**src/rtl/conv3x3_filter_pkg.sv**
```systemverilog
// Shared encodings and default geometry for the 3x3 convolution filter.
package conv_pkg;

  localparam int IMG_W_DEF = 98;
  localparam int IMG_H_DEF = 98;
  localparam int PIX_W_DEF = 8;
  localparam int IDX_W     = 7;

  typedef enum logic [1:0] {
    MODE_PASS  = 2'b00,
    MODE_GAUSS = 2'b01,
    MODE_SOBEL = 2'b10,
    MODE_LAPL  = 2'b11
  } mode_e;

  typedef enum logic [1:0] {
    ST_IDLE = 2'b00,
    ST_RUN  = 2'b01,
    ST_DONE = 2'b10
  } state_e;

endpackage

```
**src/rtl/conv3x3_filter_abs_sat8.sv**
```systemverilog
// Magnitude of an 11-bit signed value, clamped to 0..255.
module abs_sat8 (
  input  logic signed [10:0] value,
  output logic        [7:0]  mag
);

  logic [10:0] abs_s;

  // Two's-complement magnitude, then clamp to the 8-bit range
  always_comb begin
    abs_s = 11'd0;
    mag   = 8'd0;
    if (value[10]) begin
      abs_s = 11'(~value) + 11'd1;
    end else begin
      abs_s = 11'(value);
    end
    if (abs_s > 11'd255) begin
      mag = 8'hFF;
    end else begin
      mag = abs_s[7:0];
    end
  end

endmodule

```
**src/rtl/conv3x3_filter.sv**
```systemverilog
// 3x3 window filter: pass / Gaussian / Sobel / Laplacian, three-stage pipeline
// with a global stall, per-frame mode latch and output pixel indexing.
module conv3x3_filter
  import conv_pkg::*;
#(
  parameter int IMG_W = IMG_W_DEF,
  parameter int IMG_H = IMG_H_DEF,
  parameter int PIX_W = PIX_W_DEF
) (
  input  logic               clk,
  input  logic               rst,
  input  logic [1:0]         mode,
  input  logic               in_valid,
  output logic               in_ready,
  input  logic [9*PIX_W-1:0] in_window,
  output logic               out_valid,
  input  logic               out_ready,
  output logic [PIX_W-1:0]   out_pixel,
  output logic [IDX_W-1:0]   out_row,
  output logic [IDX_W-1:0]   out_col,
  output logic               frame_done
);

  state_e             state_r;
  mode_e              mode_r;
  logic [IDX_W-1:0]   row_r, col_r;
  logic               frame_done_r;
  logic               stall_s, accept_s, out_hs_s, last_pix_s;

  // Stage 1: captured window and the mode it will be filtered with
  logic               v1_r;
  logic [9*PIX_W-1:0] win1_r;
  mode_e              m1_r;
  // Stage 2: signed sums
  logic               v2_r;
  mode_e              m2_r;
  logic [11:0]        gsum2_r;
  logic signed [10:0] gx2_r, gy2_r, lap2_r;
  logic [PIX_W-1:0]   e2_r;
  // Stage 3: final pixel
  logic               out_valid_r;
  logic [PIX_W-1:0]   out_pixel_r;

  logic [PIX_W-1:0]   a_s, b_s, c_s, d_s, e_s, f_s, g_s, h_s, i_s;
  logic [11:0]        gsum_s;
  logic [10:0]        gx_pos_s, gx_neg_s, gy_pos_s, gy_neg_s, lap_pos_s, lap_neg_s;
  logic signed [10:0] gx_s, gy_s, lap_s;
  logic [7:0]         gx_mag_s, gy_mag_s, lap_mag_s;
  logic [8:0]         sobel_sum_s;
  logic [PIX_W-1:0]   pixel_s;

  assign stall_s    = out_valid_r & ~out_ready;
  assign in_ready   = ~rst & ~stall_s & (state_r != ST_DONE);
  assign accept_s   = in_valid & in_ready;
  assign out_hs_s   = out_valid_r & out_ready;
  assign last_pix_s = (row_r == IDX_W'(IMG_H - 1)) && (col_r == IDX_W'(IMG_W - 1));

  assign a_s = win1_r[8*PIX_W +: PIX_W];
  assign b_s = win1_r[7*PIX_W +: PIX_W];
  assign c_s = win1_r[6*PIX_W +: PIX_W];
  assign d_s = win1_r[5*PIX_W +: PIX_W];
  assign e_s = win1_r[4*PIX_W +: PIX_W];
  assign f_s = win1_r[3*PIX_W +: PIX_W];
  assign g_s = win1_r[2*PIX_W +: PIX_W];
  assign h_s = win1_r[1*PIX_W +: PIX_W];
  assign i_s = win1_r[0*PIX_W +: PIX_W];

  // Kernel sums from the captured window; differences fit 11-bit signed
  always_comb begin
    gsum_s    = 12'(a_s) + 12'({b_s, 1'b0}) + 12'(c_s)
              + 12'({d_s, 1'b0}) + 12'({e_s, 2'b00}) + 12'({f_s, 1'b0})
              + 12'(g_s) + 12'({h_s, 1'b0}) + 12'(i_s);
    gx_pos_s  = 11'(c_s) + 11'({f_s, 1'b0}) + 11'(i_s);
    gx_neg_s  = 11'(a_s) + 11'({d_s, 1'b0}) + 11'(g_s);
    gy_pos_s  = 11'(g_s) + 11'({h_s, 1'b0}) + 11'(i_s);
    gy_neg_s  = 11'(a_s) + 11'({b_s, 1'b0}) + 11'(c_s);
    lap_pos_s = 11'({e_s, 2'b00});
    lap_neg_s = 11'(b_s) + 11'(d_s) + 11'(f_s) + 11'(h_s);
    gx_s      = signed'(gx_pos_s - gx_neg_s);
    gy_s      = signed'(gy_pos_s - gy_neg_s);
    lap_s     = signed'(lap_pos_s - lap_neg_s);
  end

  abs_sat8 u_abs_gx  (.value(gx2_r),  .mag(gx_mag_s));
  abs_sat8 u_abs_gy  (.value(gy2_r),  .mag(gy_mag_s));
  abs_sat8 u_abs_lap (.value(lap2_r), .mag(lap_mag_s));

  // Final pixel select; Sobel magnitudes are each clamped so a 9-bit sum suffices
  always_comb begin
    sobel_sum_s = 9'(gx_mag_s) + 9'(gy_mag_s);
    pixel_s     = e2_r;
    case (m2_r)
      MODE_PASS:  pixel_s = e2_r;
      MODE_GAUSS: pixel_s = PIX_W'(gsum2_r[11:4]);
      MODE_SOBEL: begin
        if (sobel_sum_s[8]) begin
          pixel_s = PIX_W'(8'hFF);
        end else begin
          pixel_s = PIX_W'(sobel_sum_s[7:0]);
        end
      end
      MODE_LAPL:  pixel_s = PIX_W'(lap_mag_s);
      default:    pixel_s = e2_r;
    endcase
  end

  // Pipeline registers; every stage freezes while the output is stalled
  always_ff @(posedge clk) begin
    if (rst) begin
      v1_r        <= 1'b0;
      win1_r      <= {(9*PIX_W){1'b0}};
      m1_r        <= MODE_PASS;
      v2_r        <= 1'b0;
      m2_r        <= MODE_PASS;
      gsum2_r     <= 12'd0;
      gx2_r       <= 11'sd0;
      gy2_r       <= 11'sd0;
      lap2_r      <= 11'sd0;
      e2_r        <= {PIX_W{1'b0}};
      out_valid_r <= 1'b0;
      out_pixel_r <= {PIX_W{1'b0}};
    end else if (!stall_s) begin
      v1_r <= accept_s;
      if (accept_s) begin
        win1_r <= in_window;
        m1_r   <= (state_r == ST_IDLE) ? mode_e'(mode) : mode_r;
      end
      v2_r <= v1_r;
      if (v1_r) begin
        m2_r    <= m1_r;
        gsum2_r <= gsum_s;
        gx2_r   <= gx_s;
        gy2_r   <= gy_s;
        lap2_r  <= lap_s;
        e2_r    <= e_s;
      end
      out_valid_r <= v2_r;
      if (v2_r) begin
        out_pixel_r <= pixel_s;
      end
    end
  end

  // Frame FSM, mode latch and row/col counters advanced on each output handoff
  always_ff @(posedge clk) begin
    if (rst) begin
      state_r      <= ST_IDLE;
      mode_r       <= MODE_PASS;
      row_r        <= {IDX_W{1'b0}};
      col_r        <= {IDX_W{1'b0}};
      frame_done_r <= 1'b0;
    end else begin
      frame_done_r <= 1'b0;
      if (out_hs_s) begin
        if (col_r == IDX_W'(IMG_W - 1)) begin
          col_r <= {IDX_W{1'b0}};
          if (row_r == IDX_W'(IMG_H - 1)) begin
            row_r <= {IDX_W{1'b0}};
          end else begin
            row_r <= row_r + IDX_W'(1);
          end
        end else begin
          col_r <= col_r + IDX_W'(1);
        end
      end
      case (state_r)
        ST_IDLE: begin
          if (accept_s) begin
            state_r <= ST_RUN;
            mode_r  <= mode_e'(mode);
          end
        end
        ST_RUN: begin
          if (out_hs_s && last_pix_s) begin
            state_r      <= ST_DONE;
            frame_done_r <= 1'b1;
          end
        end
        ST_DONE: state_r <= ST_IDLE;
        default: state_r <= ST_IDLE;
      endcase
    end
  end

  assign out_valid  = out_valid_r;
  assign out_pixel  = out_pixel_r;
  assign out_row    = row_r;
  assign out_col    = col_r;
  assign frame_done = frame_done_r;

endmodule

```
**config.mk**
```make
export PLATFORM = sky130hd
export DESIGN_NAME = conv3x3_filter
export DESIGN_NICKNAME = d
export VERILOG_FILES = /design/src/rtl/conv3x3_filter_pkg.sv /design/src/rtl/conv3x3_filter_abs_sat8.sv /design/src/rtl/conv3x3_filter.sv
export SDC_FILE = /design/constraint.sdc
export NUM_CORES = 1
export LEC_CHECK = 0
export ABC_AREA = 1
export CAP_MARGIN = 20
export CORE_ASPECT_RATIO = 0.7
export CORE_MARGIN = 1
export CORE_UTILIZATION = 35
export DETAILED_ROUTE_END_ITERATION = 10
export PLACE_DENSITY = 0.57
export SLEW_MARGIN = 0
export SYNTH_ARGS = -nofsm -noshare
export SYNTH_HDL_FRONTEND = slang
export SYNTH_SLANG_ARGS = --single-unit
```
**constraint.sdc**
```tcl
create_clock -name clk -period 5.8 [get_ports clk]
set_input_delay 0.87 -clock clk [delete_from_list [all_inputs] [get_ports clk]]
set_output_delay 0.87 -clock clk [all_outputs]
set_load 0.02 [all_outputs]
```
==> results of run 1 <==
-- how the worst max path moves through the flow --
stage | start | to | slack [ns] | cells past startpoint
6_report | win1_r[51]$_SDFFE_PP0P_ | gsum2_r[9]$_SDFFE_PP0P_ | 1.42 | 17
5_1_grt | win1_r[51]$_SDFFE_PP0P_ | gsum2_r[11]$_SDFFE_PP0P_ | 1.17 | 16
4_1_cts | win1_r[51]$_SDFFE_PP0P_ | gsum2_r[9]$_SDFFE_PP0P_ | 1.44 | 17
3_5_place_dp | win1_r[51]$_SDFFE_PP0P_ | gsum2_r[9]$_SDFFE_PP0P_ | 1.45 | 17
3_3_place_gp | win1_r[51]$_SDFFE_PP0P_ | gsum2_r[9]$_SDFFE_PP0P_ | 1.48 | 17
2_1_floorplan | win1_r[51]$_SDFFE_PP0P_ | gsum2_r[9]$_SDFFE_PP0P_ | 1.82 | 17
-- cell usage after synthesis, types with 3 or more instances --
master	n
nor3_1	9
a31oi_1	4
nand3_1	59
a21oi_1	152
nand2_1	153
o21ai_1	33
nor2_2	3
o211ai_1	7
nand4_1	11
xor2_1	41
xnor2_1	4
o21ai_0	116
fa_1	125
ha_1	65
nor2_1	104
inv_2	8
inv_1	223
buf_4	3
dfxtp_1	155
buf_2	20
nand2_2	5
clkbuf_1	21
nor3_2	4
-- where the power goes --
| part | internal, uW | total (uW) | switching [uW] | leakage, uW |
|---|---|---|---|---|
| clock | 561 | 1080 | 515 | 0.000264 |
| combinational | 1070 | 2710 | 1640 | 0.00417 |
| sequential | 1130 | 1200 | 64.6 | 0.00127 |
-- cell type report --
class	instances	area (um2)	area share [%]
multi-input combinational	928	7090	53.8
sequential	155	3100	23.5
timing repair buffer	106	1050	7.97
inverter	231	867	6.58
tap	420	526	3.99
clock buffer	17	425	3.23
clock inverter	14	123	0.930
-- cell families (layout without fill, tap and decap cells) --
group,count (synthesis),after routing,synth area share (%)
XOR/XNOR,45,45,3.50
buffers and inverters,277,368,9.61
AO/OA/AOI/OAI,331,331,15.7
adder cells (fa/ha/maj),190,190,29.4
AND/OR/NAND/NOR,362,362,14.2
flip-flops,155,155,27.5
-- stage by stage --
step / power, uW / cell area (um2) / cells / setup slack, ns / utilization, %
after floorplan: 3170 / 11300 / 1360 / 1.82 / -
after global placement: 3890 / 12600 / 1840 / 1.48 / 40.2
after detailed placement: 3910 / 12600 / 1840 / 1.45 / 40.2
after CTS: 5010 / 13200 / 1871 / 1.44 / 42.0
after global routing: 5430 / 13200 / 1871 / 1.17 / 42.0
final: 4990 / 13200 / 1871 / 1.42 / 42.0
-- registers in the layout (all words and copies together) (netlist names), 2 cells and up --
signal     count
gy2_r         11
out_pixel      8
out_row        7
out_col        7
win1_r        72
mode_r         2
gx2_r         11
gsum2_r        8
e2_r           8
m1_r           2
lap2_r        11
state_r        2
m2_r           2
-- routing by layer --
| layer | GRT usage [%] | share of wire [%] | wire, um | vias to the layer above |
|---|---|---|---|---|
| li1 | - | - | - | 4534 |
| met1 | 26.5 | 53 | 14700 | 4212 |
| met2 | 26.5 | 42 | 11800 | 157 |
| met3 | 3.21 | 3.7 | 1030 | 19 |
| met4 | 4.53 | 0.94 | 260 | 0 |
| met5 | 0 | 0 | 0 | - |
-- tightest hold or removal path: stages, from the launching register on --
cell     delay, ns
dfxtp_1       0.30
inv_1         0.06
a21oi_1       0.05
==> metrics.txt, run 1 <==
Max H-tree Level=4; critical path arrival=around 4.7 ns; DRT iter0 DRCs=484; Hold Crit Depth=2; Area Growth Syn to Fin=17.0%; vias=8922; Antenna diodes=0; synthesized instance count=1360; Hold Vio Cnt, Final=0; Final nets=1707; Pwr per Cell Area=between 300 and 400 nW/um2; hold slack final=about 0.46 ns; top cells by area, synth=dfxtp_1, fa_1, inv_1; share of layout cells above drive strength 1=4.82%; Setup Skew=0.0104 ns; clock root cell=clkbuf_16; CP Launch Type=flip-flop; TritonCTS buffer count=17; Post-CTS Hold Fix Bufs=0; critical path cell sequence=inv_1 -> fa_1 -> inv_1 -> fa_1 -> fa_1 -> fa_1 -> nand2_1 -> nor2_1 -> inv_1 -> fa_1 -> o21ai_1 -> a21oi_1 -> nor2_1 -> nor2_1 -> xnor2_1 -> o21ai_0 -> inv_1; antenna-violating nets left=0; R2R Path End=gsum2_r[9]$_SDFFE_PP0P_; clk_lat worst skew=0.45 ns; post-synthesis sequential area ratio=27.5%; die height=152 um; worst r2r src=win1_r[51]$_SDFFE_PP0P_; PostCTS Resize Cnt=0; top cell type's share of synthesized area=27.5%; Hold Crit Class=reg -> reg; CTS tree=done; CTS sink cnt=between 150 and 200; syn avg cell area=about 8.3 um2; WP buf/inv=4; slew margin rel.=36.9%; dpl hpwl=22000 um; commonest cells after routing, fill and taps aside=inv_1, dfxtp_1, nand2_1, a21oi_1, fa_1; DIE AREA=32900 um2; first-pass GRT wire length=46400 um; post-CTS setup buffer count=0; Tcrit/Tclk final=75.4%; most common cell after layout, fill and taps aside=inv_1; reg2reg setup slack=around 1.4 ns; I/O Buffers=about 100; largest net degree at the start of global routing=102; HP Start=e2_r[7]$_SDFFE_PP0P_; # IOs=103; GRT Util Overall=17.8%; slowest CP cell=fa_1; CP max FO=3; crit path capture type=flip-flop; status=complete, no violations; hold path endpoint=e2_r[7]$_SDFFE_PP0P_; total grt overflow=0; Async S/R FF share, synth=0%; area of the core=31400 um2; Via density=4.77; minimum clock period=4.38 ns; Initial Util=35.9%; area leader, netlist=dfxtp_1; CTS clk-pin slew, worst paths=approximately 0.07 ns; Worst path max stage delay=0.58 ns; Placer Congestion=between 0.8 and 0.9; vias in the first global route=8896; number of flops mapped to enable cells by yosys=0; crit path kind=reg -> reg; # setup viols final=0; post-route setup TNS=0 ns; cell mode on critical path=fa_1; Top FF cell, synth=dfxtp_1; Leak=0.00570 uW; Synth cell types=48; Bufs on Longest Clock Path=2; fill count=around 3.2k; initial antenna violation count=0; CP top delay family=adder cells; Synth Cell Area=11300 um2; max-slew violations=0; worst endpoint required time=6.15 ns; Remaining DRCs=0; Yosys warning total=0; drt total wl=27700 um; setup repair after global routing missed its margin=false; Site Rows=54; Syn Nets=1628; Max Cap Viol=0; TritonRoute pass-1 iters=5; Worst-Margin Slew=~0.95 ns; Die X=216 um; routed length per placed instance=14.8 um; R2R cell count=17; Yosys reg bits=155; Max Fclk=229 MHz; Worst VDD drop=around 200 uV
Power figures use the tool's default switching activity.
==> run 2: changes to the inputs <==
PLACE_DENSITY = 0.59   (was 0.57)
clock period = 3.5 ns   (was 5.8 ns; I/O delays follow)
==> run 2 against run 1 <==
  * The run now ends with setup timing left
  * Die area is the same
  * Worst setup slack lost 1.8 ns
  * Largest power group unchanged
  * Core utilization grew 5.7 points
  * Clock power grew 75%
  * Via count grew 7.4%
==> metrics.txt, run 2 (synthesis results as in run 1) <==
status=finished with violations; failing checks=setup timing; Setup Skew=0.0125 ns (+0.00205 ns); Final nets=1852 (+8.5%); Initial Util=35.9% (unchanged); Leak=0.00650 uW (+14%); routed length per placed instance=14.9 um (+0.67%); vias in the first global route=9562 (+7.5%); TritonCTS buffer count=17 (unchanged); worst endpoint required time=3.85 ns (-2.30 ns); crit path kind=reg -> reg; Remaining DRCs=0 (unchanged); total grt overflow=0 (unchanged); final non-filler cell total=2017 (+7.8%); share of layout cells above drive strength 1=22.3% (+17 points); Area Growth Syn to Fin=33.0%; max-slew violations=0 (unchanged); setup repair after global routing missed its margin=true; Die X=216 um (unchanged); Max Cap Viol=0 (unchanged); antenna-violating nets left=0 (unchanged); Post-DP Area=13700 um2 (+8.0%); CP max FO=3 (unchanged); Hold Vio Cnt, Final=0 (unchanged); initial antenna violation count=0 (unchanged); slew margin rel.=40.4% (+3.5 points); Placer Congestion=0.894 (+0.44%); largest net degree at the start of global routing=112 (+9.8%); Max Fclk=258 MHz (+13%); GRT Util Overall=18.8% (+0.92 points); first-pass GRT wire length=49200 um (+6.2%); # setup viols final=7 (+7); CP Launch Type=flip-flop; post-route cell area=15000 um2 (+14%); Site Rows=54 (unchanged); critical path arrival=4.22 ns (-0.50 ns); clock root cell=clkbuf_16; most common cell after layout, fill and taps aside=inv_1; reg2reg setup slack=-0.38 ns (-1.80 ns); vias=9583 (+7.4%); Hold Crit Class=reg -> reg; I/O Buffers=102 (unchanged); clk_lat worst skew=0.45 ns (about the same); Via density=4.75 (-0.37%); Pwr per Cell Area=688 nW/um2 (+82%); drt total wl=30100 um (+8.5%); Tcrit/Tclk final=111% (+35 points); Antenna diodes=0 (unchanged); max reg flops=72 (unchanged); crit path capture type=flip-flop; largest reg by FF count=win1_r; Worst-Margin Slew=0.893 ns (-0.0528 ns); commonest cells after routing, fill and taps aside=inv_1, nand2_1, a21oi_1, buf_4, dfxtp_1; Worst VDD drop=411 uV (+100%); DRT iter0 DRCs=537 (+11%); Max H-tree Level=4 (unchanged); DP Cell Count=1968 (+7.0%); CTS clk-pin slew, worst paths=0.08 ns (about the same); die height=152 um (unchanged); # IOs=103 (unchanged); CTS sink cnt=155 (unchanged); CTS tree=done; Bufs on Longest Clock Path=2 (unchanged); DIE AREA=32900 um2 (unchanged); minimum clock period=3.88 ns (-0.501 ns); TritonRoute pass-1 iters=5 (unchanged); area of the core=31400 um2 (unchanged); dpl hpwl=23200 um (+5.7%); minimum setup slack in the final design=-0.375 ns (-1.80 ns)
[run 2: what timing repair did]
item / in CTS / in global routing
buffers inserted: 5 / 14
hold buffers: 0 / 0
gates resized for setup: 22 / 141
setup endpoints to repair: 21 / 35
pin swaps: 30 / 78
[run 2: final timing paths]
| kind | start | endpoint | cells after the start |
|---|---|---|---|
| setup / recovery | win1_r[19]$_SDFFE_PP0P_ | gsum2_r[9]$_SDFFE_PP0P_ | 15 |
| hold / removal | e2_r[7]$_SDFFE_PP0P_ | e2_r[7]$_SDFFE_PP0P_ | 2 |
| setup reg to reg | win1_r[19]$_SDFFE_PP0P_ | gsum2_r[9]$_SDFFE_PP0P_ | 15 |
| hold reg to reg | e2_r[7]$_SDFFE_PP0P_ | e2_r[7]$_SDFFE_PP0P_ | 2 |
[run 2: power breakdown]
group	switching [uW]	internal [uW]	leakage [uW]	total [uW]
logic	3400	3050	0.00494	6450
registers	90.2	1880	0.00128	1970
clock network	929	963	0.000289	1890
total	4420	5890	0.00650	10300
[run 2: through the flow]
stage	worst slack [ns]	power [uW]	setup TNS, ns	hold WS, ns	utilization, %
finish	-0.375	10300	-1.81	0.457	47.7
global route	-0.499	11100	-3.28	0.485	47.7
CTS	-0.372	9270	-1.48	0.459	45.8
detailed placement	-0.422	7160	-2.37	0.448	43.5
global placement	-0.355	7090	-1.59	0.441	43.5
floorplan	-0.207	5370	-0.398	0.430	-
[run 2: critical path: stages (launching register included)]
cell     delay, ns
dfxtp_1       0.33
fa_1          0.53
fa_1          0.53
fa_1          0.52
fa_1          0.53
nand2_2       0.06
nor2_4        0.13
inv_2         0.05
fa_2          0.40
o21ai_4       0.18
a21oi_2       0.08
nor2_1        0.09
nor2_1        0.06
xnor2_1       0.12
o21ai_1       0.13
inv_1         0.05
[run 2: routing by layer]
| metal | wire length, um | global-route usage (%) |
|---|---|---|
| met2 | 13600 | 28.9 |
| met3 | 1290 | 3.93 |
| met5 | 0 | 0 |
| met4 | 278 | 3.42 |
| met1 | 15000 | 27.2 |
[run 2: layout make-up]
class,count,area [um2]
Multi-Input combinational cell,928,7680
Sequential cell,155,3130
Clock buffer,17,425
Timing Repair Buffer,251,2180
Fill cell,3029,16400
Clock inverter,15,175
Tap cell,420,526
Inverter,231,870
==> run 3: changes to the inputs <==
REMOVE_ABC_BUFFERS = 1   (was not set)
==> run 3 against run 2 <==
  * The flow still finishes with violations (setup timing)
  * Combinational power fell by 4.2%
  * Flip-flop and latch count did not move
  * Worst setup slack improved by 0.0024 ns
  * Largest cell class unchanged
  * Via count fell by 0.69%
  * Largest power group unchanged
  * Power fell by 2.5%
==> metrics.txt, run 3 (synthesis results as in run 1) <==
CTS sink cnt=155 (unchanged); Final nets=1845 (-0.38%); Post-CTS Hold Fix Bufs=0 (unchanged); Tcrit/Tclk final=111% (about the same); I/O Buffers=102 (unchanged); dpl hpwl=22700 um (-2.2%); Leak=0.00645 uW (-0.74%); routed length per placed instance=14.7 um (-1.7%); Hold Vio Cnt, Final=0 (unchanged); Site Rows=54 (unchanged); final non-filler cell total=2010 (-0.35%); DIE AREA=32900 um2 (unchanged); CTS clk-pin slew, worst paths=0.07 ns (about the same); critical path arrival=4.18 ns (-0.04 ns); TritonCTS buffer count=17 (unchanged); CP max FO=2 (-1); worst endpoint required time=3.81 ns (-0.04 ns); die height=152 um (unchanged); clock root cell=clkbuf_16; vias=9517 (-0.69%); met3 usage=3.59% (-0.34 points); commonest cells after routing, fill and taps aside=inv_1, a21oi_1, nand2_1, dfxtp_1, buf_4; failing checks=setup timing; Worst path max stage delay=0.55 ns (+0.02 ns); # setup viols final=7 (unchanged); Max Cap Viol=0 (unchanged); # IOs=103 (unchanged); total grt overflow=0 (unchanged); DRT iter0 DRCs=547 (+1.9%); Die X=216 um (unchanged); CP Launch Type=flip-flop; critical path cell sequence=inv_2 -> fa_1 -> inv_1 -> fa_1 -> fa_1 -> fa_1 -> nand2_2 -> nor2_4 -> inv_2 -> fa_2 -> buf_4 -> buf_6 -> buf_6 -> buf_6 -> xor2_2 -> a21oi_2; Worst VDD drop=382 uV (-7.1%); grt peak-use layer=met2; CTS tree=done; Worst-Margin Slew=1.04 ns (+0.148 ns); share of layout cells above drive strength 1=21.4% (-0.85 points); GRT Util Overall=18.7% (-0.077 points); Final Power=10100 uW (-2.5%); TritonRoute pass-1 iters=5 (unchanged); Area Growth Syn to Fin=32.2%; Placer Congestion=0.850 (-4.9%); setup repair after global routing missed its margin=true; largest reg by FF count=win1_r; met1 Resource Use GR=27.5% (+0.25 points); Initial Util=35.9% (unchanged); CP top delay family=adder cells; max reg flops=72 (unchanged); minimum setup slack in the final design=-0.373 ns (+0.00242 ns); Max H-tree Level=4 (unchanged); WP buf/inv=7 (+5); most common cell after layout, fill and taps aside=inv_1; Antenna diodes=0 (unchanged); Bufs on Longest Clock Path=2 (unchanged); slowest CP cell=fa_1; max-slew violations=0 (unchanged); slew margin rel.=30.5% (-9.9 points); largest net degree at the start of global routing=111 (-0.89%); drt total wl=29500 um (-2.0%); status=finished with violations; minimum clock period=3.87 ns (-0.00242 ns); antenna-violating nets left=0 (unchanged); Remaining DRCs=0 (unchanged); Max Fclk=258 MHz (about the same); Pwr per Cell Area=675 nW/um2 (-1.9%); crit path capture type=flip-flop; Hold Crit Class=reg -> reg; cell mode on critical path=fa_1; clk_lat worst skew=0.45 ns (about the same); initial antenna violation count=0 (unchanged); crit path kind=reg -> reg; GRT met2 Usage=28.2% (-0.66 points); DP Cell Count=1965 (-0.15%); area of the core=31400 um2 (unchanged); vias in the first global route=9573 (+0.12%); first-pass GRT wire length=49000 um (-0.52%); Via density=4.73 (-0.34%); Setup Skew=0.0144 ns (+0.00189 ns)
-- run 3: cell types whose count changed in the layout (fill, tap and decap cells not counted), sizes merged --
cell      previous run  this run
buf                150       143
inv                239       237
clkinvlp             1         4
clkinv               6         3
bufinv               0         2
-- run 3: path summary, 6_finish.rpt --
| path | cells past startpoint | slack, ns | to | from |
|---|---|---|---|---|
| worst max-delay path | 16 | -0.37 | gsum2_r[5]$_SDFFE_PP0P_ | win1_r[67]$_SDFFE_PP0P_ |
| worst min-delay path | 2 | 0.46 | e2_r[3]$_SDFFE_PP0P_ | e2_r[3]$_SDFFE_PP0P_ |
| worst max register to register | 16 | -0.37 | gsum2_r[5]$_SDFFE_PP0P_ | win1_r[67]$_SDFFE_PP0P_ |
| worst min register to register | 2 | 0.46 | e2_r[3]$_SDFFE_PP0P_ | e2_r[3]$_SDFFE_PP0P_ |
-- run 3: layer usage --
metal / wire length, um / up-vias
met2: 13000 / 146
met1: 15100 / 4545
met3: 1030 / 22
li1: - / 4804
met4: 312 / 0
met5: 0 / -
-- run 3: stage by stage --
stage | area (um2) | util [%] | setup slack [ns] | TNS [ns] | hold slack [ns]
floorplan | 11100 | - | -0.496 | -1.40 | 0.432
global placement | 13600 | 43.2 | -0.660 | -2.93 | 0.445
detailed placement | 13600 | 43.2 | -0.696 | -3.38 | 0.453
CTS | 14400 | 45.7 | -0.400 | -1.71 | 0.463
global route | 14900 | 47.4 | -0.544 | -3.80 | 0.479
finish | 14900 | 47.4 | -0.373 | -1.81 | 0.461
-- run 3: area by class of cell --
cell class,instances,area [um2]
timing repair buffer,244,2130
clock buffer,17,425
multi-input combinational,928,7660
sequential,155,3130
inverter,231,867
fill,3105,16500
clock inverter,15,164
tap,420,526
-- run 3: worst register-to-register path, cell delays in order, from the launching register on --
cell	delay [ns]
dfxtp_2	0.32
inv_2	0.04
fa_1	0.55
inv_1	0.06
fa_1	0.49
fa_1	0.43
fa_1	0.51
nand2_2	0.06
nor2_4	0.13
inv_2	0.05
fa_2	0.40
buf_4	0.16
buf_6	0.10
buf_6	0.10
buf_6	0.10
xor2_2	0.14
a21oi_2	0.08
-- run 3: where the power goes --
group / leakage [uW] / total [uW] / internal (uW) / switching, uW
logic: 0.00490 / 6180 / 2870 / 3310
clock network: 0.000279 / 1900 / 1060 / 840
registers: 0.00128 / 1970 / 1880 / 88.4
total: 0.00645 / 10100 / 5810 / 4240
-- run 3: timing repair --
action	CTS	global route
gates resized for setup	28	132
pin swaps	29	93
setup endpoints to repair	18	34
endpoints found under the hold margin	0	0
setup buffers	83	9
